[src/rtl/cmd_script_player_if.sv]
// RemoteComm-side handshake between the script player (master) and a RemoteComm instance (slave).
interface cmd_script_player_if;
  logic        send_cmd;
  logic [15:0] cmd;
  logic        cmd_sent;
  logic        resp_rdy;
  logic [7:0]  resp;

  modport master (output send_cmd, cmd, input cmd_sent, resp_rdy, resp);
  modport slave  (input send_cmd, cmd, output cmd_sent, resp_rdy, resp);
endinterface

[src/rtl/cmd_script_player.sv]
// Plays a FIFO of {cmd, expected resp, settle delay} entries to RemoteComm, checking each
// response with a timeout and tracking pass/error status for the run.
module cmd_script_player #(
  parameter int unsigned DEPTH       = 8,
  parameter int unsigned TMO_W       = 24,
  parameter int unsigned DLY_W       = 20,
  parameter bit          STOP_ON_ERR = 1'b1
) (
  input  logic                     clk,
  input  logic                     rst_n,
  input  logic                     wr_en,
  input  logic [15:0]              wr_cmd,
  input  logic [7:0]               wr_resp,
  input  logic [DLY_W-1:0]         wr_dly,
  output logic                     full,
  output logic                     empty,
  input  logic                     start,
  input  logic                     abort,
  cmd_script_player_if.master      rc,
  output logic                     busy,
  output logic                     done,
  output logic                     pass,
  output logic [7:0]               err_cnt,
  output logic [$clog2(DEPTH):0]   fail_idx,
  output logic                     tmo
);

  localparam int unsigned AW = $clog2(DEPTH);
  localparam int unsigned PW = AW + 1;
  localparam int unsigned EW = 16 + 8 + DLY_W;
  localparam logic [TMO_W-1:0] TMO_MAX = '1;

  typedef enum logic [2:0] {IDLE, SEND, WAIT_SENT, WAIT_RESP, SETTLE, FINISH} state_t;

  logic [EW-1:0]    mem_q [DEPTH];
  state_t           state_q, state_d;
  logic [PW-1:0]    wr_ptr_q, wr_ptr_d, rd_ptr_q, rd_ptr_d;
  logic [PW-1:0]    run_idx_q, run_idx_d;
  logic [TMO_W-1:0] tmo_cnt_q, tmo_cnt_d;
  logic [DLY_W-1:0] dly_q, dly_d;
  logic [7:0]       exp_q, exp_d;
  logic [15:0]      cmd_q, cmd_d;
  logic             send_q, send_d;
  logic             full_q, full_d, empty_q, empty_d;
  logic             busy_q, busy_d, done_q, done_d, pass_q, pass_d, tmo_q, tmo_d;
  logic [7:0]       err_cnt_q, err_cnt_d;
  logic [PW-1:0]    fail_idx_q, fail_idx_d;

  logic             fifo_empty_c, fifo_full_c, push_c, err_c, err_tmo_c;
  logic [EW-1:0]    head_c;

  assign fifo_empty_c = (wr_ptr_q == rd_ptr_q);
  assign fifo_full_c  = ((wr_ptr_q ^ rd_ptr_q) == {1'b1, {AW{1'b0}}});
  assign push_c       = wr_en && !fifo_full_c && !abort;
  assign head_c       = mem_q[rd_ptr_q[AW-1:0]];

  // Entry storage; contents need no reset since pointers qualify them.
  always_ff @(posedge clk) begin
    if (push_c) mem_q[wr_ptr_q[AW-1:0]] <= {wr_cmd, wr_resp, wr_dly};
  end

  always_comb begin
    state_d    = state_q;
    wr_ptr_d   = wr_ptr_q;
    rd_ptr_d   = rd_ptr_q;
    run_idx_d  = run_idx_q;
    tmo_cnt_d  = tmo_cnt_q;
    dly_d      = dly_q;
    exp_d      = exp_q;
    cmd_d      = cmd_q;
    send_d     = 1'b0;
    pass_d     = pass_q;
    tmo_d      = tmo_q;
    err_cnt_d  = err_cnt_q;
    fail_idx_d = fail_idx_q;
    err_c      = 1'b0;
    err_tmo_c  = 1'b0;

    if (push_c) wr_ptr_d = wr_ptr_q + PW'(1);

    case (state_q)
      IDLE: begin
        if (start && !abort) begin
          pass_d     = 1'b0;
          tmo_d      = 1'b0;
          err_cnt_d  = 8'd0;
          fail_idx_d = '0;
          run_idx_d  = '0;
          state_d    = fifo_empty_c ? FINISH : SEND;
        end
      end
      SEND: begin
        rd_ptr_d = rd_ptr_q + PW'(1);
        cmd_d    = head_c[EW-1 -: 16];
        exp_d    = head_c[DLY_W +: 8];
        dly_d    = head_c[DLY_W-1:0];
        send_d   = 1'b1;
        state_d  = WAIT_SENT;
      end
      WAIT_SENT: begin
        if (rc.cmd_sent) begin
          tmo_cnt_d = '0;
          state_d   = WAIT_RESP;
        end
      end
      WAIT_RESP: begin
        // A response landing on the final count still counts as a response.
        tmo_cnt_d = tmo_cnt_q + TMO_W'(1);
        if (rc.resp_rdy) begin
          if (rc.resp == exp_q) state_d = SETTLE;
          else                  err_c   = 1'b1;
        end else if (tmo_cnt_d == TMO_MAX) begin
          err_c     = 1'b1;
          err_tmo_c = 1'b1;
        end
      end
      SETTLE: begin
        if (dly_q == '0) begin
          run_idx_d = run_idx_q + PW'(1);
          state_d   = fifo_empty_c ? FINISH : SEND;
        end else begin
          dly_d = dly_q - DLY_W'(1);
        end
      end
      FINISH:  state_d = IDLE;
      default: state_d = IDLE;
    endcase

    if (err_c && !abort) begin
      if (err_cnt_q != 8'hFF) err_cnt_d = err_cnt_q + 8'd1;
      if (err_cnt_q == 8'd0) begin
        fail_idx_d = run_idx_q;
        tmo_d      = err_tmo_c;
      end
      state_d = STOP_ON_ERR ? FINISH : SETTLE;
    end

    // Abort overrides everything: flush, suppress the send, end the run.
    if (abort) begin
      wr_ptr_d = '0;
      rd_ptr_d = '0;
      send_d   = 1'b0;
      if (state_q != IDLE && state_q != FINISH) state_d = FINISH;
    end

    if (state_d == FINISH && state_q != FINISH) pass_d = (err_cnt_d == 8'd0) && !abort;
    if (abort && state_q != IDLE) pass_d = 1'b0;

    busy_d  = (state_d != IDLE);
    done_d  = (state_d == FINISH);
    empty_d = (wr_ptr_d == rd_ptr_d);
    full_d  = ((wr_ptr_d ^ rd_ptr_d) == {1'b1, {AW{1'b0}}});
  end

  always_ff @(posedge clk or negedge rst_n) begin
    if (!rst_n) begin
      state_q    <= IDLE;
      wr_ptr_q   <= '0;
      rd_ptr_q   <= '0;
      run_idx_q  <= '0;
      tmo_cnt_q  <= '0;
      dly_q      <= '0;
      exp_q      <= 8'd0;
      cmd_q      <= 16'h0000;
      send_q     <= 1'b0;
      full_q     <= 1'b0;
      empty_q    <= 1'b1;
      busy_q     <= 1'b0;
      done_q     <= 1'b0;
      pass_q     <= 1'b0;
      tmo_q      <= 1'b0;
      err_cnt_q  <= 8'd0;
      fail_idx_q <= '0;
    end else begin
      state_q    <= state_d;
      wr_ptr_q   <= wr_ptr_d;
      rd_ptr_q   <= rd_ptr_d;
      run_idx_q  <= run_idx_d;
      tmo_cnt_q  <= tmo_cnt_d;
      dly_q      <= dly_d;
      exp_q      <= exp_d;
      cmd_q      <= cmd_d;
      send_q     <= send_d;
      full_q     <= full_d;
      empty_q    <= empty_d;
      busy_q     <= busy_d;
      done_q     <= done_d;
      pass_q     <= pass_d;
      tmo_q      <= tmo_d;
      err_cnt_q  <= err_cnt_d;
      fail_idx_q <= fail_idx_d;
    end
  end

  assign rc.send_cmd = send_q;
  assign rc.cmd      = cmd_q;
  assign full        = full_q;
  assign empty       = empty_q;
  assign busy        = busy_q;
  assign done        = done_q;
  assign pass        = pass_q;
  assign tmo         = tmo_q;
  assign err_cnt     = err_cnt_q;
  assign fail_idx    = fail_idx_q;

endmodule

[src/flat_wrapper.sv]
// flat-port wrapper written by rule: the top's interface ports become plain ports
module cmd_script_player_flat 
#(
  parameter int unsigned DEPTH       = 8,
  parameter int unsigned TMO_W       = 24,
  parameter int unsigned DLY_W       = 20,
  parameter bit          STOP_ON_ERR = 1'b1
)
  (clk, rst_n, wr_en, wr_cmd, wr_resp, wr_dly, full, empty, start, abort, busy, done, pass, err_cnt, fail_idx, tmo, rc_send_cmd, rc_cmd, rc_cmd_sent, rc_resp_rdy, rc_resp);
  cmd_script_player_if rc_i ();
  input  logic clk;
  input  logic rst_n;
  input  logic wr_en;
  input  logic [15:0] wr_cmd;
  input  logic [7:0] wr_resp;
  input  logic [DLY_W-1:0] wr_dly;
  output logic full;
  output logic empty;
  input  logic start;
  input  logic abort;
  output logic busy;
  output logic done;
  output logic pass;
  output logic [7:0] err_cnt;
  output logic [$clog2(DEPTH):0] fail_idx;
  output logic tmo;
  output wire logic [$bits(rc_i.send_cmd)-1:0] rc_send_cmd;
  output wire logic [$bits(rc_i.cmd)-1:0] rc_cmd;
  input wire logic [$bits(rc_i.cmd_sent)-1:0] rc_cmd_sent;
  input wire logic [$bits(rc_i.resp_rdy)-1:0] rc_resp_rdy;
  input wire logic [$bits(rc_i.resp)-1:0] rc_resp;
  assign rc_send_cmd = rc_i.send_cmd;
  assign rc_cmd = rc_i.cmd;
  assign rc_i.cmd_sent = rc_cmd_sent;
  assign rc_i.resp_rdy = rc_resp_rdy;
  assign rc_i.resp = rc_resp;
  cmd_script_player #(.DEPTH(DEPTH), .TMO_W(TMO_W), .DLY_W(DLY_W), .STOP_ON_ERR(STOP_ON_ERR)) u_core (.clk(clk), .rst_n(rst_n), .wr_en(wr_en), .wr_cmd(wr_cmd), .wr_resp(wr_resp), .wr_dly(wr_dly), .full(full), .empty(empty), .start(start), .abort(abort), .rc(rc_i), .busy(busy), .done(done), .pass(pass), .err_cnt(err_cnt), .fail_idx(fail_idx), .tmo(tmo));
endmodule
[config.mk]
export PLATFORM = sky130hd
export DESIGN_NAME = cmd_script_player_flat
export DESIGN_NICKNAME = d
export VERILOG_FILES = /design/src/rtl/cmd_script_player_if.sv /design/src/rtl/cmd_script_player.sv /design/src/flat_wrapper.sv
export SDC_FILE = /design/constraint.sdc
export NUM_CORES = 1
export LEC_CHECK = 0
export BUFFER_PORTS_ARGS = -buffer_cell sky130_fd_sc_hd__buf_2
export CORE_MARGIN = 2
export CORE_UTILIZATION = 47
export CTS_CLUSTER_SIZE = 40
export DETAILED_ROUTE_END_ITERATION = 10
export HOLD_SLACK_MARGIN = 0.03
export PLACE_DENSITY_LB_ADDON = 0.15
export SLEW_MARGIN = 5
export SYNTH_ARGS = -nofsm -noshare
export SYNTH_HDL_FRONTEND = slang
export SYNTH_SLANG_ARGS = --single-unit
[constraint.sdc]
create_clock -name clk -period 12.1 [get_ports clk]
set_input_delay 2.42 -clock clk [delete_from_list [all_inputs] [get_ports clk]]
set_output_delay 2.42 -clock clk [all_outputs]
set_load 0.02 [all_outputs]
==> flow_summary.toml <==
[critical_path]
arrival_ns = 4.81
worstPathMaxFanout = 11
r2r-end = "u_core.tmo$_DFF_PN0_"
required_ns = 12.58
worst_path_max_delay_cell = "nor4_1"
cp_top_family = "simple AND/OR/NAND/NOR gates"
critPathCaptureType = "flip-flop"
critical_path_class = "input pin to flip-flop"
reg2reg_slack_ns = 8.54
worstReg2RegStart = "u_core.tmo_cnt_q[0]$_DFFE_PN0P_"
crit_buf_inv = 1
reg2reg_depth = 10
worstPathCellList = "buf_2 > xor2_1 > nor4_1 > nand2_1 > and2_1 > a31o_2 > nand2_2 > o21ai_1 > a2111o_1 > o41ai_2"
crit_path_max_incr_delay_ns = 0.47
start_kind = "input pin"

[pwr]
ir_worst_vdd_uv = 144
total_power_w = 0.00436
internal_power_w = 0.00312
swShare_pct = 28.5
netSwitchingPower_w = 0.00124
power_frac_comb_pct = 18.6
cellPowerDensity_nw_per_um2 = 203
total_leakage_power_nw = 7.30
pwr-share-clk_pct = 35.0
p_seq_share_pct = 46.4

[cts]
clockBufferDepth = 3
cts_tree = "yes"
clk_latency_ns = 0.57
numCtsBuffers = 49
cts.sinks = 454
postCtsHoldBufs = 0
cts_setup_buffers = 0
path_clk_slew_ns = 0.06
root_buffer = "clkbuf_16"
htree_levels = 2
cts_resized = 0

[floorplanning]
fp.dieH_um = 204
die_area_sq_um = 41500
start_util_pct = 47.4
rows = 73
fp.dieW_um = 204
core_sq_um = 39500
ioPinCount = 94

[cells_and_area]
multi_input_area_sq_um = 5370
fill_cells = 3134
ff_latch_area_sq_um = 13100
syn2layout_area_growth_pct = 14.7
final_nets = 1331
drive_gt1_share_pct = 24.6
utilization_pct = 54.4
final_cells = 1830

[detailed_routing]
drt-total-wl_um = 38900
via_per_inst = 5.67
drc = 0
antenna_left = 0
drt_iter0_drc = 730
wire_per_inst_um = 21.2
vias = 10371
first_pass_iters = 7

[synthesis]
avgSynthCellArea_sq_um = 16.1
synth-warning-count = 0
ys_types = 71
synth_flop_cell = "edfxtp_1"
async_reset_ff_share_pct = 22.5
synth_seq_area_share_pct = 69.9
synthTopCellsByArea = "edfxtp_1 (56%), dfrtp_1 (13%), mux4_2 (11%)"
synthesis.area_sq_um = 18800
synth_edf_count = 352
synth_top_area_share_pct = 56.3
synth_seq_cells = 454
syn-num-nets = 1230
yosysTopAreaCell = "edfxtp_1"
synthCells = 1163

[sta]
drv_slew = 0
grt_setup_unrepaired = "false"
tightest_slew_ns = 1.07
clock.fmax_mhz = 231
fin_crit_ns = 4.33
finClkSkew_ns = 0.0153
setup_violations = 0
tns_ns = 0
finalCritPeriodShare_pct = 35.8
finalHoldViolCount = 0
max_slew_margin_pct = 28.4

[job]
maxCapViolations = 0

[global_route]
grt_usage_pct = 19.2
grt_pass1_wl_um = 60700
grt_pass1_vias = 10409
grt_overflow = 0
antenna_found_initial = 5
grt_max_degree = 66

[status]
outcome = "finished clean"

[placed_design]
portBuffers = 93
place_inst = 1738
gp_congestion = 0.839
hpwl_um = 22400

[min_path]
holdPathEnd = "u_core.fail_idx[1]$_DFF_PN0_"
hold_path_depth = 2
hp-class = "flip-flop to flip-flop"
holdCritStartpoint = "u_core.fail_idx[1]$_DFF_PN0_"
## layout by cell type (no fill, tap or decap), drive strengths merged, types with 6 or more instances in the layout
| master | count |
|---|---|
| nor4 | 9 |
| clkbuf | 66 |
| clkinv | 14 |
| xnor2 | 12 |
| edfxtp | 352 |
| a211oi | 7 |
| o22ai | 6 |
| nand4 | 12 |
| ha | 8 |
| bufinv | 6 |
| a21oi | 54 |
| nand3 | 27 |
| dfrtp | 101 |
| or3 | 14 |
| buf | 115 |
| xor2 | 19 |
| o31ai | 11 |
| nor2 | 81 |
| mux4 | 88 |
| nand2 | 64 |
| o21ai | 70 |
| nor3 | 15 |
| mux2i | 38 |
| nor2b | 8 |
| inv | 19 |
| a31oi | 10 |
## power by group through the flow
stage | combinational (W) | clock [W] | sequential (W)
final | 0.000809 | 0.00152 | 0.00202
after global routing | 0.000904 | 0.00163 | 0.00205
after CTS | 0.000823 | 0.00156 | 0.00202
after detailed placement | 0.000821 | 0 | 0.00205
after global placement | 0.000808 | 0 | 0.00205
after floorplan | 0.000610 | 0 | 0.00202
## sequential cells by signal, summed over array words and instances, names as in the netlist
register,flops
u_core.tmo,1
u_core.exp_q,8
u_core.rd_ptr_q,4
u_core.busy,1
u_core.wr_ptr_q,4
u_core.pass,1
u_core.tmo_cnt_q,24
u_core.rc.cmd,16
u_core.state_q,3
u_core.rc.send_cmd,1
u_core.err_cnt,8
u_core.fail_idx,4
u_core.done,1
u_core.full,1
u_core.dly_q,20
u_core.empty,1
u_core.mem_q,352
u_core.run_idx_q,4
## synth_stat cells (all sizes together) (7+ instances only)
library cell / instances
mux4: 88
nand2: 64
edfxtp: 352
nor4: 9
o21ai: 70
or3: 14
ha: 8
xnor2: 12
nor2b: 8
mux2i: 38
xor2: 19
nand3: 27
nor2: 81
a211oi: 7
o31ai: 11
dfrtp: 101
clkbuf: 39
inv: 16
a21oi: 54
a31oi: 10
nand4: 12
buf: 26
nor3: 15
## cell families (layout without fill, tap and decap cells)
group / count (synthesis) / in the layout / share of synthesized area, %
simple gates: 264 / 264 / 7.03
other cells: 0 / 1 / 0
fa+ha+maj: 8 / 8 / 0.533
compound gates: 194 / 194 / 6.45
buf+inv: 81 / 222 / 1.71
xor+xnor: 31 / 31 / 1.45
flops: 454 / 454 / 69.9
mux: 131 / 131 / 12.9
## layer usage
layer	vias up	wire, um	global-route usage, %
li1	4763	-	-
met1	5321	17800	27.3
met2	228	18400	30.7
met3	51	1900	3.51
met4	8	668	5.37
met5	-	52	0
## metrics by stage
| step | setup slack, ns | hold slack [ns] | instance area [sq um] |
|---|---|---|---|
| 3_5_place_dp | 7.10 | 0.473 | 19900 |
| 6_report | 7.77 | 0.483 | 21500 |
| 2_1_floorplan | 4.44 | 0.446 | 18800 |
| 3_3_place_gp | 7.09 | 0.477 | 19900 |
| 4_1_cts | 7.72 | 0.486 | 21500 |
| 5_1_grt | 7.64 | 0.523 | 21500 |
## worst max path at each step
stage / startpoint / end / slack [ns] / cells past startpoint
2_1_floorplan: abort / u_core.mem_q[6][0]$_DFFE_PP_ / 4.44 / 3
5_1_grt: rc_resp[3] / u_core.pass$_DFFE_PN0P_ / 7.64 / 10
6_report: rc_resp[3] / u_core.pass$_DFFE_PN0P_ / 7.77 / 10
4_1_cts: rc_resp[3] / u_core.pass$_DFFE_PN0P_ / 7.72 / 10
3_3_place_gp: rc_resp[3] / u_core.pass$_DFFE_PN0P_ / 7.09 / 10
3_5_place_dp: rc_resp[3] / u_core.pass$_DFFE_PN0P_ / 7.10 / 10
## cell type report
type                            instances  area share (%)
Antenna cell                            1          0.0116
Multi-Input combinational cell        628            24.9
Clock inverter                         25            1.36
Clock buffer                           66            6.37
Sequential cell                       454            61.0
Timing Repair Buffer                  115            2.94
Tap cell                              525            3.05
Inverter                               16           0.279
## worst register-to-register path: cells and delay by family (launching register included)
family | cells | cell delay (ns)
fa+ha+maj | 1 | 0.38
compound gates | 2 | 0.39
simple gates | 6 | 1.86
xor+xnor | 1 | 0.28
flops | 1 | 0.53
No activity file was read; power rests on OpenSTA's default activity.
